### config.mk
export PLATFORM = sky130hd
export DESIGN_NAME = pc_sequencer
export DESIGN_NICKNAME = d
export VERILOG_FILES = /design/src/rtl/pc_pkg.sv /design/src/rtl/return_stack.sv /design/src/rtl/pc_sequencer.sv
export SDC_FILE = /design/constraint.sdc
export NUM_CORES = 1
export LEC_CHECK = 0
export CORE_MARGIN = 2
export CORE_UTILIZATION = 55
export CTS_CLUSTER_SIZE = 28
export DETAILED_ROUTE_END_ITERATION = 8
export HOLD_SLACK_MARGIN = 0.1
export MAX_ROUTING_LAYER = met4
export PLACE_DENSITY = 0.8
export SYNTH_ARGS = -nofsm -noshare
export SYNTH_HDL_FRONTEND = slang
export SYNTH_SLANG_ARGS = --single-unit
### constraint.sdc
create_clock -name clk -period 5.05 [get_ports clk]
set_input_delay 1.01 -clock clk [delete_from_list [all_inputs] [get_ports clk]]
set_output_delay 1.01 -clock clk [all_outputs]
set_load 0.03 [all_outputs]
### src/rtl/pc_pkg.sv
// rtl/pc_pkg.sv - next-PC source encoding and fetch constants
package pc_pkg;

    typedef enum logic [2:0] {
        SEQ    = 3'd0,
        BRANCH = 3'd1,
        JUMP   = 3'd2,
        JREG   = 3'd3,
        CALL   = 3'd4,
        RET    = 3'd5,
        ERET   = 3'd6
    } pc_src_e;

    localparam int INST_BYTES = 4;

endpackage

### src/rtl/return_stack.sv
// rtl/return_stack.sv - circular return-address stack with top pointer and count
module return_stack #(
    parameter int BITS  = 32,
    parameter int DEPTH = 4
) (
    input  logic            clk,
    input  logic            rst,
    input  logic            push,
    input  logic            pop,
    input  logic [BITS-1:0] wdata,
    output logic [BITS-1:0] top,
    output logic            empty,
    output logic            full,
    output logic            overflow_evt,
    output logic            underflow_evt
);

    localparam int PTR_W = (DEPTH > 1) ? $clog2(DEPTH) : 1;
    localparam int CNT_W = $clog2(DEPTH + 1);

    logic [BITS-1:0]  mem [DEPTH];
    logic [PTR_W-1:0] top_ptr;
    logic [PTR_W-1:0] push_ptr;
    logic [CNT_W-1:0] count;

    assign push_ptr      = top_ptr + PTR_W'(1);
    assign empty         = (count == '0);
    assign full          = (count == CNT_W'(DEPTH));
    assign top           = mem[top_ptr];
    assign overflow_evt  = push && full;
    assign underflow_evt = pop && empty;

    // A push onto a full stack advances the pointer over the oldest entry,
    // so the circular buffer silently discards it while count saturates.
    always_ff @(posedge clk) begin
        if (rst) begin
            top_ptr <= '0;
            count   <= '0;
        end else if (push) begin
            top_ptr <= push_ptr;
            if (!full) begin
                count <= count + CNT_W'(1);
            end
        end else if (pop && !empty) begin
            top_ptr <= top_ptr - PTR_W'(1);
            count   <= count - CNT_W'(1);
        end
    end

    // Entry contents need no reset; count alone decides validity.
    always_ff @(posedge clk) begin
        if (push && !rst) begin
            mem[push_ptr] <= wdata;
        end
    end

endmodule

### src/rtl/pc_sequencer.sv
// rtl/pc_sequencer.sv - fetch-stage next-PC selection with return stack and exception PC
module pc_sequencer
    import pc_pkg::*;
#(
    parameter int              BITS        = 32,
    parameter logic [BITS-1:0] RESET_PC    = '0,
    parameter logic [BITS-1:0] EXC_VECTOR  = BITS'(32'h0000_0080),
    parameter int              REGION_BITS = 4,
    parameter int              RAS_DEPTH   = 4
) (
    input  logic            clk,
    input  logic            rst,
    input  logic            stall,
    input  logic            exc,
    input  logic [2:0]      pc_source,
    input  logic [BITS-1:0] offset,
    input  logic [BITS-1:0] absolute,
    output logic [BITS-1:0] pc,
    output logic [BITS-1:0] epc,
    output logic            ras_empty,
    output logic            ras_full,
    output logic            ras_overflow,
    output logic            ras_underflow
);

    logic [BITS-1:0] pc_next;
    logic [BITS-1:0] epc_next;
    logic [BITS-1:0] seq_target;
    logic [BITS-1:0] branch_target;
    logic [BITS-1:0] jump_target;
    logic [BITS-1:0] reg_target;
    logic [BITS-1:0] ras_top;
    logic            advance;
    logic            ras_push;
    logic            ras_pop;
    logic            ras_overflow_evt;
    logic            ras_underflow_evt;
    logic            unused_bits;

    // pc already points past the control instruction, so it is both the
    // base for relative branches and the link address for calls.
    assign seq_target    = pc + BITS'(INST_BYTES);
    assign branch_target = pc + {offset[BITS-3:0], 2'b00};
    assign jump_target   = {pc[BITS-1:BITS-REGION_BITS], absolute[BITS-REGION_BITS-1:0]};
    assign reg_target    = {absolute[BITS-1:2], 2'b00};
    assign unused_bits   = ^{offset[BITS-1:BITS-2], absolute[1:0]};

    assign advance  = !exc && !stall;
    assign ras_push = advance && (pc_source == CALL);
    assign ras_pop  = advance && (pc_source == RET);

    return_stack #(
        .BITS  (BITS),
        .DEPTH (RAS_DEPTH)
    ) u_ras (
        .clk           (clk),
        .rst           (rst),
        .push          (ras_push),
        .pop           (ras_pop),
        .wdata         (pc),
        .top           (ras_top),
        .empty         (ras_empty),
        .full          (ras_full),
        .overflow_evt  (ras_overflow_evt),
        .underflow_evt (ras_underflow_evt)
    );

    always_comb begin
        pc_next  = pc;
        epc_next = epc;
        if (exc) begin
            epc_next = pc;
            pc_next  = EXC_VECTOR;
        end else if (!stall) begin
            case (pc_source)
                BRANCH:  pc_next = branch_target;
                JUMP:    pc_next = jump_target;
                JREG:    pc_next = reg_target;
                CALL:    pc_next = jump_target;
                RET:     pc_next = ras_empty ? reg_target : ras_top;
                ERET:    pc_next = epc;
                default: pc_next = seq_target;
            endcase
        end
    end

    always_ff @(posedge clk) begin
        if (rst) begin
            pc            <= RESET_PC;
            epc           <= '0;
            ras_overflow  <= 1'b0;
            ras_underflow <= 1'b0;
        end else begin
            pc  <= pc_next;
            epc <= epc_next;
            if (ras_overflow_evt) begin
                ras_overflow <= 1'b1;
            end
            if (ras_underflow_evt) begin
                ras_underflow <= 1'b1;
            end
        end
    end

endmodule

# Word level (Yosys, flattened, before mapping)
# Memories as Yosys holds them, arrays and structs flattened. A register that Yosys moved wholly into a read port is not among the register bits.
# Index checks and enable logic that the tools add are counted.
# W data, S select, Z words.
[classes]
addsub = 6
multipliers = 0
div = 0
order_cmp = 0
eq_ne = 9
shift = 0
n_mux = 13
n_bitwise = 2
n_reduce_logical = 17
[ops]
columns = ["cell", "count"]
rows = [
  ["$pmux W32 S5", 1],
  ["$add A32 B3 Y32 const B", 1],
  ["$add A32 B32 Y32", 1],
  ["$mux W32", 1],
  ["$mux W8", 2],
  ["$eq A3 B3 Y1 const B", 4],
  ["$mux W3", 3],
  ["$mux W2", 4],
  ["$logic_and A1 B1 Y1", 7],
  ["$eq A3 B2 Y1 const B", 2],
  ["$logic_not A1 Y1", 4],
  ["$reduce_and A2 Y1", 2],
  ["$reduce_or A2 Y1", 2],
  ["$add A3 B1 Y3 const B", 1],
  ["$eq A3 B1 Y1 const B", 1],
  ["$logic_not A3 Y1", 1],
  ["$sub A3 B1 Y3 const B", 1],
  ["$add A2 B1 Y2 const B", 1],
  ["$mux W1", 2],
  ["$ne A2 B1 Y1 const B", 1],
  ["$ne A2 B2 Y1 const B", 1],
  ["$not A1 Y1", 2],
  ["$reduce_bool A2 Y1", 1],
  ["$sub A2 B1 Y2 const B", 1],
]
[totals]
ff_bits = 71
latchBits = 0
ram_bits = 128
rom_bits = 0
in_bits = 71
out_inout_bits = 68
n_memories = 1
[memory_table]
columns = ["memory", "words", "word_bits", "rd", "rd_clocked_by_memory_dff", "write_ports", "line", "rtl"]
rows = [
  ["u_ras.mem", 4, 32, 1, 1, 1, "return_stack.sv:21", "logic [BITS-1:0] mem [DEPTH];"],
]

# Logic depth before layout (Yosys ltp)
# Gate-level depths: netlist (run 1).
[depth]
ltp_word = 8
depth_mapped = 15
ltp_nobuf = 12

# By module
# From an unflattened synthesis (run 1), not the netlist that was laid out.
[unflattened]
cells_unflattened = 828
area_unflattened_um2 = 9995.8
[modules_own_cells]
columns = ["module", "instances", "cells_each", "area_per_inst_um2"]
rows = [
  ["return_stack", 1, 221, 5098.6],
  ["pc_sequencer", 1, 607, 4897.2],
]

# Worst setup path after synthesis (run 1)
# Ideal clock, no wire load.
[synth_path]
path_kind = "in2reg"
from = "input pc_source[2]"
to = "register pc[29]"
setup_time_ns = 0.126
arrival_ns = 4.072
required_ns = 4.924
path_slack_ns = 0.852
stages = 14
n_path_buf = 3
cell_sequence = "clkbuf_1 -> nor2_1 -> clkbuf_1 -> clkbuf_1 -> and2_1 -> ha_1 -> nand2_2 -> or3b_4 -> a2111o_1 -> a21oi_2 -> a41oi_2 -> o41a_1 -> xor2_1 -> o22ai_2"
[synth_between]
elab_chain_cells = 4
word_cells_on_any_way = 10
classes_between = "eq/ne: 6; mux: 1; bitwise: 1; reduce/logical: 2"
[synth_lines]
columns = ["element", "line", "rtl"]
rows = [
  ["start, declared", "pc_sequencer.sv:15", "input logic [2:0] pc_source,"],
  ["parallel branches: the longest is 4 deep, another holds $pmux W32 S5", "--", ""],
  ["end signal, assigned", "pc_sequencer.sv:94", "pc <= pc_next;"],
  ["end, declared", "pc_sequencer.sv:18", "output logic [BITS-1:0] pc,"],
]
# Several ways; the timed one is not identified.
# A chain may end at the register's enable or synchronous reset.

# Worst setup path after layout (run 1)
[layout_path]
from = "input pc_source[1]"
to = "register pc[29]"
# Same word-level chain as after synthesis.

==> flow_summary.ini, run 1 <==
[place]
dp_hpwl_mm = 17.36
post-place-ws_ns = 0.3860
place_congestion = 0.8899
place_area_mm2 = 0.01142
portBuffers = 136
placed_cells = 1143

[floorplan]
fp.dieW_um = 137.4
fp.dieH_um = 137.4
die-area_mm2 = 0.01887
num_rows = 48
boundaryPins = 139
core_area_mm2 = 0.01736
start_util_pct = 56.36

[clock_network]
cts_root_buf = clkbuf_16
cts_hold_buf = 0
cts.clk_slew.worst_paths_ns = 0.06
clockBufferDepth = 3
clock_latency_ns = 0.50
post_cts_buffers = 0
cts_tree = done
cts_made_buffers = 21
htreeDepth = 1
clock-sinks = 201
post_cts_resized = 0

[timing]
max_freq_mhz = 237.5
fin_crit_sh_pct = 83.37
setup_slack_ns = 0.8398
rsz0062_at_grt = false
setup_viol = 0
setup_tns_ns = 0
relSlewSlack_pct = 23.02
hold_viol_final = 0
max_slew.worst_pin.slew_ns = 1.155
clock_skew_ns = 0.01180
slew_viol_final = 0
min_period_ns = 4.210

[route]
wirelength_mm = 25.68
ant_nets = 0
wl_per_cell_um = 21.78
drtPass1Iterations = 5
viasPerCell = 6.314
via_count = 7444
drt-initial-drc-count = 782
drc = 0

[final_layout]
antenna_cells = 0
fill_cells = 1238
drive_gt1_share_pct = 10.80
nets = 1047
stdcell_area_mm2 = 0.01214
areaGrowthSynthToFinish_pct = 24.07
finalNonFillerCells = 1179

[worst_hold_path]
hp-class = register to register
min_from = ras_overflow
hold_depth = 2
hold-path-endpoint = ras_overflow

[synth]
synth_edf_count = 128
syn_area_mm2 = 0.009782
ys_seq_elements = 201
syn_avg_cell_area_um2 = 12.15
synth_ff_type = edfxtp_1
synthArstFlopShare_pct = 0
syn-num-nets = 911
yosys_warnings = 0
ys_seq_area_share_pct = 54.23
synthDistinctLibCells = 62
netlist_instances = 805

[global_routing]
grt_pass1_wl_mm = 39.36
grt_max_degree = 33
grt_usage_pct = 28.24
grt_pass1_vias = 7223
overflow = 0
antenna_found_initial = 0

[critical_path]
path_max_fanout = 9
r2r_cells = 9
r2r_slack_ns = 1.94
worst_setup_path_end_kind = register
reg2reg_from = pc[5]
startpoint = pc_source[1]
worstSetupPathType = input pin to register
worstPathArrival_ns = 4.58
crit_required_ns = 5.42
worst_setup_path_start_kind = input pin
r2r-end = pc[29]

[pwr]
vdd_drop_max_mv = 0.2713
p_per_area_mw_per_mm2 = 311.3
p_leak_nw = 4.449

[outcome]
status = finished clean

[job]
cap_violations = 0
[worst max path at each step]
stage               endpoint  slack (ns)  depth (start not counted)
floorplan             pc[29]        0.85                         14
global placement      pc[29]        0.44                         13
detailed placement    pc[29]        0.39                         13
CTS                   pc[29]        0.86                         13
global route          pc[29]        0.71                         13
finish                pc[29]        0.84                         13
[synthesized netlist by cell type (7+ instances only)]
cell | instances | area, um^2
a21o_1 | 16 | 120.1
a21oi_1 | 48 | 240.2
a221o_1 | 20 | 200.2
a221oi_1 | 20 | 175.2
a31oi_1 | 7 | 43.79
and2_1 | 36 | 225.2
clkbuf_1 | 39 | 146.4
dfxtp_1 | 73 | 1461
edfxtp_1 | 128 | 3844
ha_1 | 33 | 412.9
inv_1 | 12 | 45.04
mux2i_1 | 37 | 370.4
mux4_2 | 32 | 720.7
nand2_1 | 29 | 108.9
nand3_1 | 9 | 45.04
nor2_1 | 78 | 292.8
nor2b_1 | 9 | 56.30
o21ai_0 | 52 | 260.3
o22ai_1 | 7 | 43.79
xnor2_1 | 19 | 166.4
xor2_1 | 8 | 70.07
[flip-flops by register name, indices dropped and copies added, names as in the netlist, named ones only]
signal and flops:
u_ras.top_ptr 2, ras_underflow 1, ras_overflow 1, u_ras.count 3, u_ras.mem 128, pc 30
epc 32
[critical path: stages]
cell and delay (ns):
clkdlybuf4s50_1 0.48, nand2b_1 0.24, nor2_2 0.11, buf_4 0.17, and2_1 0.15, ha_1 0.33
or3b_4 0.41, a2111o_1 0.46, a21oi_2 0.26, a41oi_2 0.21, o41a_1 0.46, xor2_1 0.18
o22ai_2 0.10
[power by group]
part           internal, W  switching, W
sequential         0.00176     0.0000369
clock             0.000994      0.000623
combinational     0.000163      0.000198
total              0.00292      0.000858
[logic make-up (layout without fill, tap and decap cells)]
logic type	count (synthesis)	after routing	share of synthesized area, %
compound gates	219	219	15.40
xor+xnor	27	27	2.418
fa+ha+maj	35	35	4.630
buf+inv	58	207	2.290
flops	201	201	54.23
mux	72	72	11.50
simple gates	193	193	9.529
[routing by layer]
metal / GRT usage, % / up-vias / wire length (um)
li1: - / 3372 / -
met1: 39.02 / 3646 / 10860
met2: 44.44 / 379 / 12070
met3: 4.084 / 47 / 2207
met4: 7.159 / 0 / 539
met5: - / - / 0
[layout by cell type, fill, tap and decap left out, types with 4 or more instances in the layout]
master / instances
a221o_1: 20
edfxtp_1: 128
o211ai_1: 6
mux2i_1: 37
xnor2_1: 19
nand3_1: 9
a22o_1: 4
mux4_2: 32
a31oi_1: 7
clkbuf_16: 21
clkdlybuf4s50_1: 134
and2_1: 36
inv_1: 12
nand2b_1: 6
a21o_1: 16
ha_1: 33
or3_1: 6
o22ai_1: 7
dfxtp_1: 72
a211oi_1: 5
a221oi_1: 20
nor3_1: 4
o21a_1: 5
o21ai_0: 52
nor2b_1: 9
a21oi_1: 48
xor2_1: 8
buf_4: 23
nand4_1: 6
clkinv_1: 4
bufinv_16: 4
nor2_1: 75
nand2_1: 29
[final cells by class]
cell class | count | area (um^2) | share of cell area, %
clock buffers | 26 | 564.3 | 4.649
clock inverters | 10 | 151.4 | 1.247
inverters | 12 | 45.04 | 0.3711
multi-input cells | 546 | 4264 | 35.13
flip-flops and latches | 201 | 5306 | 43.72
well taps | 225 | 281.5 | 2.320
repair buffers | 159 | 1524 | 12.56
[metrics by stage]
stage / utilization [%] / hold WS [ns] / power, W
after detailed placement: 65.80 / 0.4912 / 0.002190
after floorplan: - / 0.4862 / 0.002028
after CTS: 69.93 / 0.5047 / 0.003785
after global placement: 65.80 / 0.4571 / 0.002184
after global routing: 69.93 / 0.5490 / 0.003880
final: 69.93 / 0.4941 / 0.003778
(Power assumes the default switching activity.)
==> run 2, diff against run 1 <==
--- a/config.mk
+++ b/config.mk
@@ -6,12 +6,12 @@
 export NUM_CORES = 1
 export LEC_CHECK = 0
 export CORE_MARGIN = 2
-export CORE_UTILIZATION = 55
+export CORE_UTILIZATION = 50
 export CTS_CLUSTER_SIZE = 28
 export DETAILED_ROUTE_END_ITERATION = 8
 export HOLD_SLACK_MARGIN = 0.1
 export MAX_ROUTING_LAYER = met4
-export PLACE_DENSITY = 0.8
+export PLACE_DENSITY = 0.77
 export SYNTH_ARGS = -nofsm -noshare
 export SYNTH_HDL_FRONTEND = slang
 export SYNTH_SLANG_ARGS = --single-unit
==> constraint.sdc (replaced) <==
create_clock -name clk -period 3.5 [get_ports clk]
set_input_delay 0.7 -clock clk [delete_from_list [all_inputs] [get_ports clk]]
set_output_delay 0.7 -clock clk [all_outputs]
set_load 0.03 [all_outputs]
==> flow_summary.ini, run 2 (synthesis results as in run 1) <==
[floorplan]
num_rows = 51
fp.dieH_um = 143.9
core_area_mm2 = 0.01933
die-area_mm2 = 0.02070
boundaryPins = 139
start_util_pct = 50.59
fp.dieW_um = 143.9

[critical_path]
cp-endpoint = pc[29]
r2r_cells = 9
cp.depth = 11
worst_setup_path_end_kind = register
reg2reg_from = pc[2]
r2r_slack_ns = 0.54
worst_setup_path_start_kind = input pin
worstPathArrival_ns = 3.69
path_max_fanout = 4
worstSetupPathType = input pin to register
r2r-end = pc[29]
cp_cell_sequence = clkdlybuf4s50_1 > and2_4 > ha_4 > nand2_2 > or3b_4 > a2111o_1 > a21oi_4 > a41oi_4 > o41a_1 > xor2_1 > o22ai_2
slowest_stage = a2111o_1
slowest_delay_ns = 0.48
startpoint = offset[4]
path_buf_inv = 1
crit_required_ns = 3.89
cpLargestDelayFamily = compound AO/OA/AOI/OAI gates

[timing]
fin_crit_sh_pct = 94.31
whs_ns = 0.4789
hold_viol_final = 0
min_period_ns = 3.301
rsz0062_at_grt = false
clock_skew_ns = 0.01168
relSlewSlack_pct = 45.41
setup_viol = 0
max_slew.worst_pin.slew_ns = 0.8187
slew_viol_final = 0
max_freq_mhz = 302.9

[route]
drtPass1Iterations = 5
wirelength_mm = 27.15
wl_per_cell_um = 20.92
via_count = 7701
drc = 0
ant_nets = 0
viasPerCell = 5.933
drt-initial-drc-count = 682

[worst_hold_path]
hp-class = register to register

[place]
placed_cells = 1256
portBuffers = 136
dp_hpwl_mm = 18.55
place_congestion = 0.9124

[global_routing]
overflow = 0
grt_pass1_wl_mm = 41.08
grt_usage_pct = 26.84
grt_pass1_vias = 7612
grt_max_degree = 36
antenna_found_initial = 0

[pwr]
vdd_drop_max_mv = 0.4058
p_per_area_mw_per_mm2 = 424.1
p_leak_nw = 4.870

[final_layout]
final_common_cell = clkdlybuf4s50_1
fin_util_pct = 66.67
areaGrowthSynthToFinish_pct = 31.77
final_cell_mix = clkdlybuf4s50_1, edfxtp_1, buf_4
nets = 1123
antenna_cells = 0
drive_gt1_share_pct = 18.88
largest_reg_flops = 128
finalNonFillerCells = 1298
regMostFlops = u_ras.mem
largestRegisters = u_ras.mem (128), epc (32), pc (30)

[clock_network]
clockBufferDepth = 3
cts_root_buf = clkbuf_16
cts_hold_buf = 0
clock-sinks = 201
cts_made_buffers = 22
clock_latency_ns = 0.51
cts_tree = done
htreeDepth = 1
cts.clk_slew.worst_paths_ns = 0.06

[outcome]
status = finished clean

[job]
cap_violations = 0
-- run 2: cell count changes in the layout (fill, tap and decap cells not counted), moves of 3 or more --
| cell | before | now |
|---|---|---|
| and2_1 | 36 | 33 |
| ha_4 | 0 | 3 |
| ha_1 | 33 | 30 |
| a21oi_1 | 48 | 44 |
| clkdlybuf4s50_1 | 134 | 131 |
| buf_4 | 23 | 96 |
| clkinv_2 | 0 | 3 |
| clkinv_4 | 0 | 3 |
| dlymetal6s2s_1 | 0 | 3 |
| a21oi_2 | 1 | 4 |
| and2_4 | 0 | 3 |
-- run 2: what timing repair did --
item                       in CTS  in global routing
setup endpoints to repair       4                 16
pin swaps                       1                 11
buffers inserted                0                  2
gates resized for setup         2                 16
cloned                          0                  0
-- run 2: final cells by class --
type / instances / area (um^2)
fillers: 1400 / 6445
clock inverters: 13 / 128.9
clock buffers: 27 / 590.6
multi-input cells: 546 / 4368
repair buffers: 234 / 2120
inverters: 12 / 45.04
flip-flops and latches: 201 / 5306
well taps: 265 / 331.6
-- run 2: tightest hold or removal path, cell delays in order (launching register included) --
cell and delay, ns:
dfxtp_1 0.33, a31oi_1 0.04, nor2_1 0.07
-- run 2: worst min path at each step --
stage,from,endpoint,slack [ns],cells after the start
finish,ras_overflow,ras_overflow,0.48,2
global route,ras_overflow,ras_overflow,0.56,2
CTS,ras_overflow,ras_overflow,0.48,2
detailed placement,ras_overflow,ras_overflow,0.47,2
global placement,ras_overflow,ras_overflow,0.47,2
floorplan,u_ras.count[2],u_ras.count[2],0.49,2
-- run 2: routing by layer --
layer	wire, um	GRT usage, %	up-vias
met5	0	-	-
met4	748	8.153	0
met3	1983	4.532	60
met2	13280	44.36	325
met1	11140	34.16	3781
li1	-	-	3535
-- run 2: power by group --
group,switching [W],internal [W]
clock,0.000936,0.00136
sequential,0.0000507,0.00254
combinational,0.000306,0.000275
-- run 2: through the flow --
stage               cell area, um^2  TNS, ns  total power [W]  setup slack [ns]
floorplan                      9833        0         0.002931           0.03289
global placement              12070   -7.298         0.003199           -0.5280
detailed placement            12070   -8.120         0.003211           -0.5727
CTS                           12800        0         0.005477          0.005240
global route                  12890        0         0.005618            0.1491
finish                        12890        0         0.005466            0.1991
==> run 3, diff against run 2 <==
--- a/config.mk
+++ b/config.mk
@@ -9,6 +9,7 @@
 export CORE_UTILIZATION = 50
 export CTS_CLUSTER_SIZE = 28
 export DETAILED_ROUTE_END_ITERATION = 8
+export GPL_ROUTABILITY_DRIVEN = 0
 export HOLD_SLACK_MARGIN = 0.1
 export MAX_ROUTING_LAYER = met4
 export PLACE_DENSITY = 0.77
==> flow_summary.ini, run 3 (synthesis results as in run 1) <==
[outcome]
status = finished clean

[floorplan]
die-area_mm2 = 0.02070
boundaryPins = 139
fp.dieW_um = 143.9
core_area_mm2 = 0.01933
fp.dieH_um = 143.9
num_rows = 51
start_util_pct = 50.59

[place]
post-place-ws_ns = -0.6326
dp_hpwl_mm = 18.32
portBuffers = 136

[critical_path]
worstSetupPathType = input pin to register
crit_required_ns = 3.88
path_max_fanout = 4
worst_setup_path_end_kind = register
worstPathArrival_ns = 3.64
r2r_cells = 9
worst_setup_path_start_kind = input pin

[worst_hold_path]
hold_depth = 2
hp-class = register to register

[global_routing]
use_met1_pct = 34.63
grt_max_degree = 36
met3_usage_pct = 3.732
overflow = 0
antenna_found_initial = 0
grt_pass1_wl_mm = 41.54
busiest_layer = met2
grt_usage_pct = 27.02
gr-usage-met2_pct = 44.01
grt_pass1_vias = 7764

[clock_network]
clock-sinks = 201
htreeDepth = 1
cts_root_buf = clkbuf_16
cts_tree = done
cts_made_buffers = 21
cts_hold_buf = 0
cts.clk_slew.worst_paths_ns = 0.06
clockBufferDepth = 3
clock_latency_ns = 0.51

[final_layout]
final_common_cell = clkdlybuf4s50_1
areaGrowthSynthToFinish_pct = 32.68
largest_reg_flops = 128
drive_gt1_share_pct = 20.42
largestRegisters = u_ras.mem (128), epc (32), pc (30)
regMostFlops = u_ras.mem
final_cell_mix = clkdlybuf4s50_1, edfxtp_1, buf_4
nets = 1129
fin_util_pct = 67.13
antenna_cells = 0

[timing]
setup_slack_ns = 0.2392
whs_ns = 0.4917
relSlewSlack_pct = 42.12
max_slew.worst_pin.slew_ns = 0.8681
max_freq_mhz = 306.7
setup_viol = 0
hold_viol_final = 0
rsz0062_at_grt = false
fin_crit_sh_pct = 93.16
clock_skew_ns = 0.006856
min_period_ns = 3.261
slew_viol_final = 0

[pwr]
p_per_area_mw_per_mm2 = 419.9
p_leak_nw = 4.895
vdd_drop_max_mv = 0.4598

[route]
drc = 0
wirelength_mm = 27.65
drt-initial-drc-count = 611
wl_per_cell_um = 21.22
drtPass1Iterations = 5
via_count = 7784
viasPerCell = 5.974
ant_nets = 0

[job]
cap_violations = 0
==> run 3: changes by cell type in the layout (fill, tap and decap cells not counted), sizes merged <==
cell | previous run | this run
clkinv | 9 | 6
bufinv | 2 | 3
buf | 100 | 107
==> run 3: cell type report <==
class | count | area, um^2
flip-flops and latches | 201 | 5306
inverters | 12 | 45.04
multi-input cells | 546 | 4429
clock inverters | 11 | 136.4
fillers | 1421 | 6356
clock buffers | 27 | 558.0
well taps | 265 | 331.6
repair buffers | 241 | 2172
==> run 3: critical path, cell delays in order <==
cell	delay (ns)
clkdlybuf4s50_1	0.43
and2_4	0.18
ha_4	0.28
nand2_2	0.06
or3b_4	0.40
a2111o_1	0.48
a21oi_4	0.23
a41oi_4	0.15
o41a_1	0.45
xor2_1	0.20
o22ai_2	0.08
==> run 3: through the flow <==
step / cells / instance area, um^2 / TNS, ns / total power [W]
6_report: 1303 / 12980 / 0 / 0.005450
3_5_place_dp: 1255 / 12070 / -8.894 / 0.003209
5_1_grt: 1303 / 12980 / 0 / 0.005603
4_1_cts: 1293 / 12770 / 0 / 0.005450
2_1_floorplan: 805 / 9833 / 0 / 0.002931
3_3_place_gp: 1255 / 12070 / -7.261 / 0.003198
==> run 3: path summary, 6_finish.rpt <==
| check | start | end | slack (ns) |
|---|---|---|---|
| worst max-delay path | offset[4] | pc[29] | 0.24 |
| worst min-delay path | ras_overflow | ras_overflow | 0.49 |
| worst max register to register | pc[2] | pc[29] | 0.53 |
| worst min register to register | ras_overflow | ras_overflow | 0.49 |
==> run 3: per-layer routing <==
| layer | vias to the layer above | wire (um) |
|---|---|---|
| met2 | 348 | 13520 |
| met3 | 68 | 2036 |
| met5 | - | 0 |
| met4 | 0 | 828 |
| met1 | 3837 | 11260 |
| li1 | 3531 | - |
==> run 3: report_power, final <==
group	leakage, nW	internal (W)	switching (W)
Sequential	1.76	0.00254	0.0000506
Clock	0.342	0.00135	0.000917
Combinational	2.79	0.000277	0.000310
==> run 3: what timing repair did <==
action / in CTS / in global routing
resized for setup: 4 / 25
pin swaps: 0 / 23
setup buffers: 0 / 10
setup endpoints to repair: 4 / 12
==> variant: new RTL, flow settings as in run 1 <==
`BITS` is set to 32 in 2 places; all go to 48.
--- a/src/rtl/return_stack.sv
+++ b/src/rtl/return_stack.sv
@@ -1,5 +1,5 @@
 // rtl/return_stack.sv - circular return-address stack with top pointer and count
 module return_stack #(
-    parameter int BITS  = 32,
+    parameter int BITS  = 48,
     parameter int DEPTH = 4
 ) (
--- a/src/rtl/pc_sequencer.sv
+++ b/src/rtl/pc_sequencer.sv
@@ -3,5 +3,5 @@
     import pc_pkg::*;
 #(
-    parameter int              BITS        = 32,
+    parameter int              BITS        = 48,
     parameter logic [BITS-1:0] RESET_PC    = '0,
     parameter logic [BITS-1:0] EXC_VECTOR  = BITS'(32'h0000_0080),
Ports: changed (resized absolute, epc, offset and pc); port bits go from 139 to 203. No check against the original RTL was run, so the function may have changed too.
==> variant against run 1 <==
  * Wire length up 61%
  * Sequential cell count up 96
  * Setup slack better by 210 ps
  * Count of clock-buffer cells in the layout up 9
  * Design area up 47%
  * Fmax up 5.2%
  * Power up 46%
  * Sequential share of layout area up 0.38 points
  * Synthesized area up 48%
  * Worst hold slack better by 11 ps
==> variant: results (changes against run 1) <==
status finished clean; Mean Syn Cell Area 12.1 um2 (-0.47%); layout cells sized above 1 10.7% (-0.12 points); hpwl dp 27,100 um (+56%); slew margin rel. 19.8% (-3.3 points); WL met1 16,800 um (+54%); FF-to-FF path depth 12 (+3); port buffer count 200 (+47%); reg2reg setup slack 1920 ps (-20 ps); CP Data Arrival Time 4450 ps (-130 ps); Worst R2R Start pc[2]$_SDFFE_PP0N_; EDFF count, synth 192 (+50%); DR WL/cell 23.8 um (+9.4%); GRT Resource Usage Total 30.3% (+2.1 points); Hold Path Sink ras_underflow$_SDFFE_PP0P_; Leak 6.74 nW (+52%); minimum clock period 4000 ps (-208 ps); syn_nets 1,347 (+48%); VDD IR max 0.351 mV (+29%); DR WL met2 19,600 um (+62%); vias in the first global route 11,200 (+55%); sequential area share after synthesis 54.5% (+0.29 points); clock share of power 42.4% (-0.4 points); largest net degree at the start of global routing 49 (+48%); crit-path max FO 28 (+19); GRT met2 Usage 48.4% (+3.9 points); Post-Route Hold Slack 505 ps (+10.8 ps); dpl cell area 0.0168 mm2 (+47%); M3 GR Usage 4.91% (+0.83 points); min-delay src ras_underflow$_SDFFE_PP0P_; CP endpoint pc[19]$_SDFFE_PP0N_; Layout Skew 12.4 ps (+0.628 ps); first-pass GRT wire length 63,500 um (+61%); Synth area leaders edfxtp_1 40%, dfxtp_1 15%, mux4_2 7.5%, ha_1 4.2%, mux2i_1 3.5%; routability cong. 0.927 (+4.1%); via/cell ratio 6.49 (+2.9%); Layout fillers 1,829 (+48%); nets@finish 1,526 (+46%); Commonest cells post-synth 192 x edfxtp_1, 116 x nor2_1, 105 x dfxtp_1; worst skew pair latency 560 ps (+60 ps); Post-Place Cells 1,674 (+46%); GR Util met1 40.4% (+1.4 points); final WL 41,200 um (+61%); library cells used by synthesis 66 (+6.5%)
-- variant: changes by cell type after synthesis, moves of 22 or more --
cell	run 1	this run
nand2_1	29	65
dfxtp_1	73	105
edfxtp_1	128	192
o21ai_0	52	74
nor2_1	78	116
and3_1	1	46
a221oi_1	20	42
and2_1	36	9
-- variant: per-stage QoR --
step           total power [mW]  utilization, %
2_1_floorplan              2.99               -
3_3_place_gp               3.22            64.8
3_5_place_dp               3.23            64.8
4_1_cts                    5.55            68.9
5_1_grt                    5.70            68.9
6_report                   5.53            68.9
-- variant: area by class of cell --
cell class,count,area share [%]
clock buffers,35,4.43
well taps,335,2.35
inverters,12,0.252
flip-flops and latches,297,44.1
multi-input cells,807,35.1
clock inverters,22,1.45
repair buffers,223,12.4
-- variant: kinds of logic after synthesis --
logic type,synth area share (%)
AOI/OAI and AO/OA,15.0
and+or+nand+nor,10.1
DFF,54.5
muxes,11.0
buffers and inverters,2.39
adders and majority gates,4.53
xor gates and xnor gates,2.55
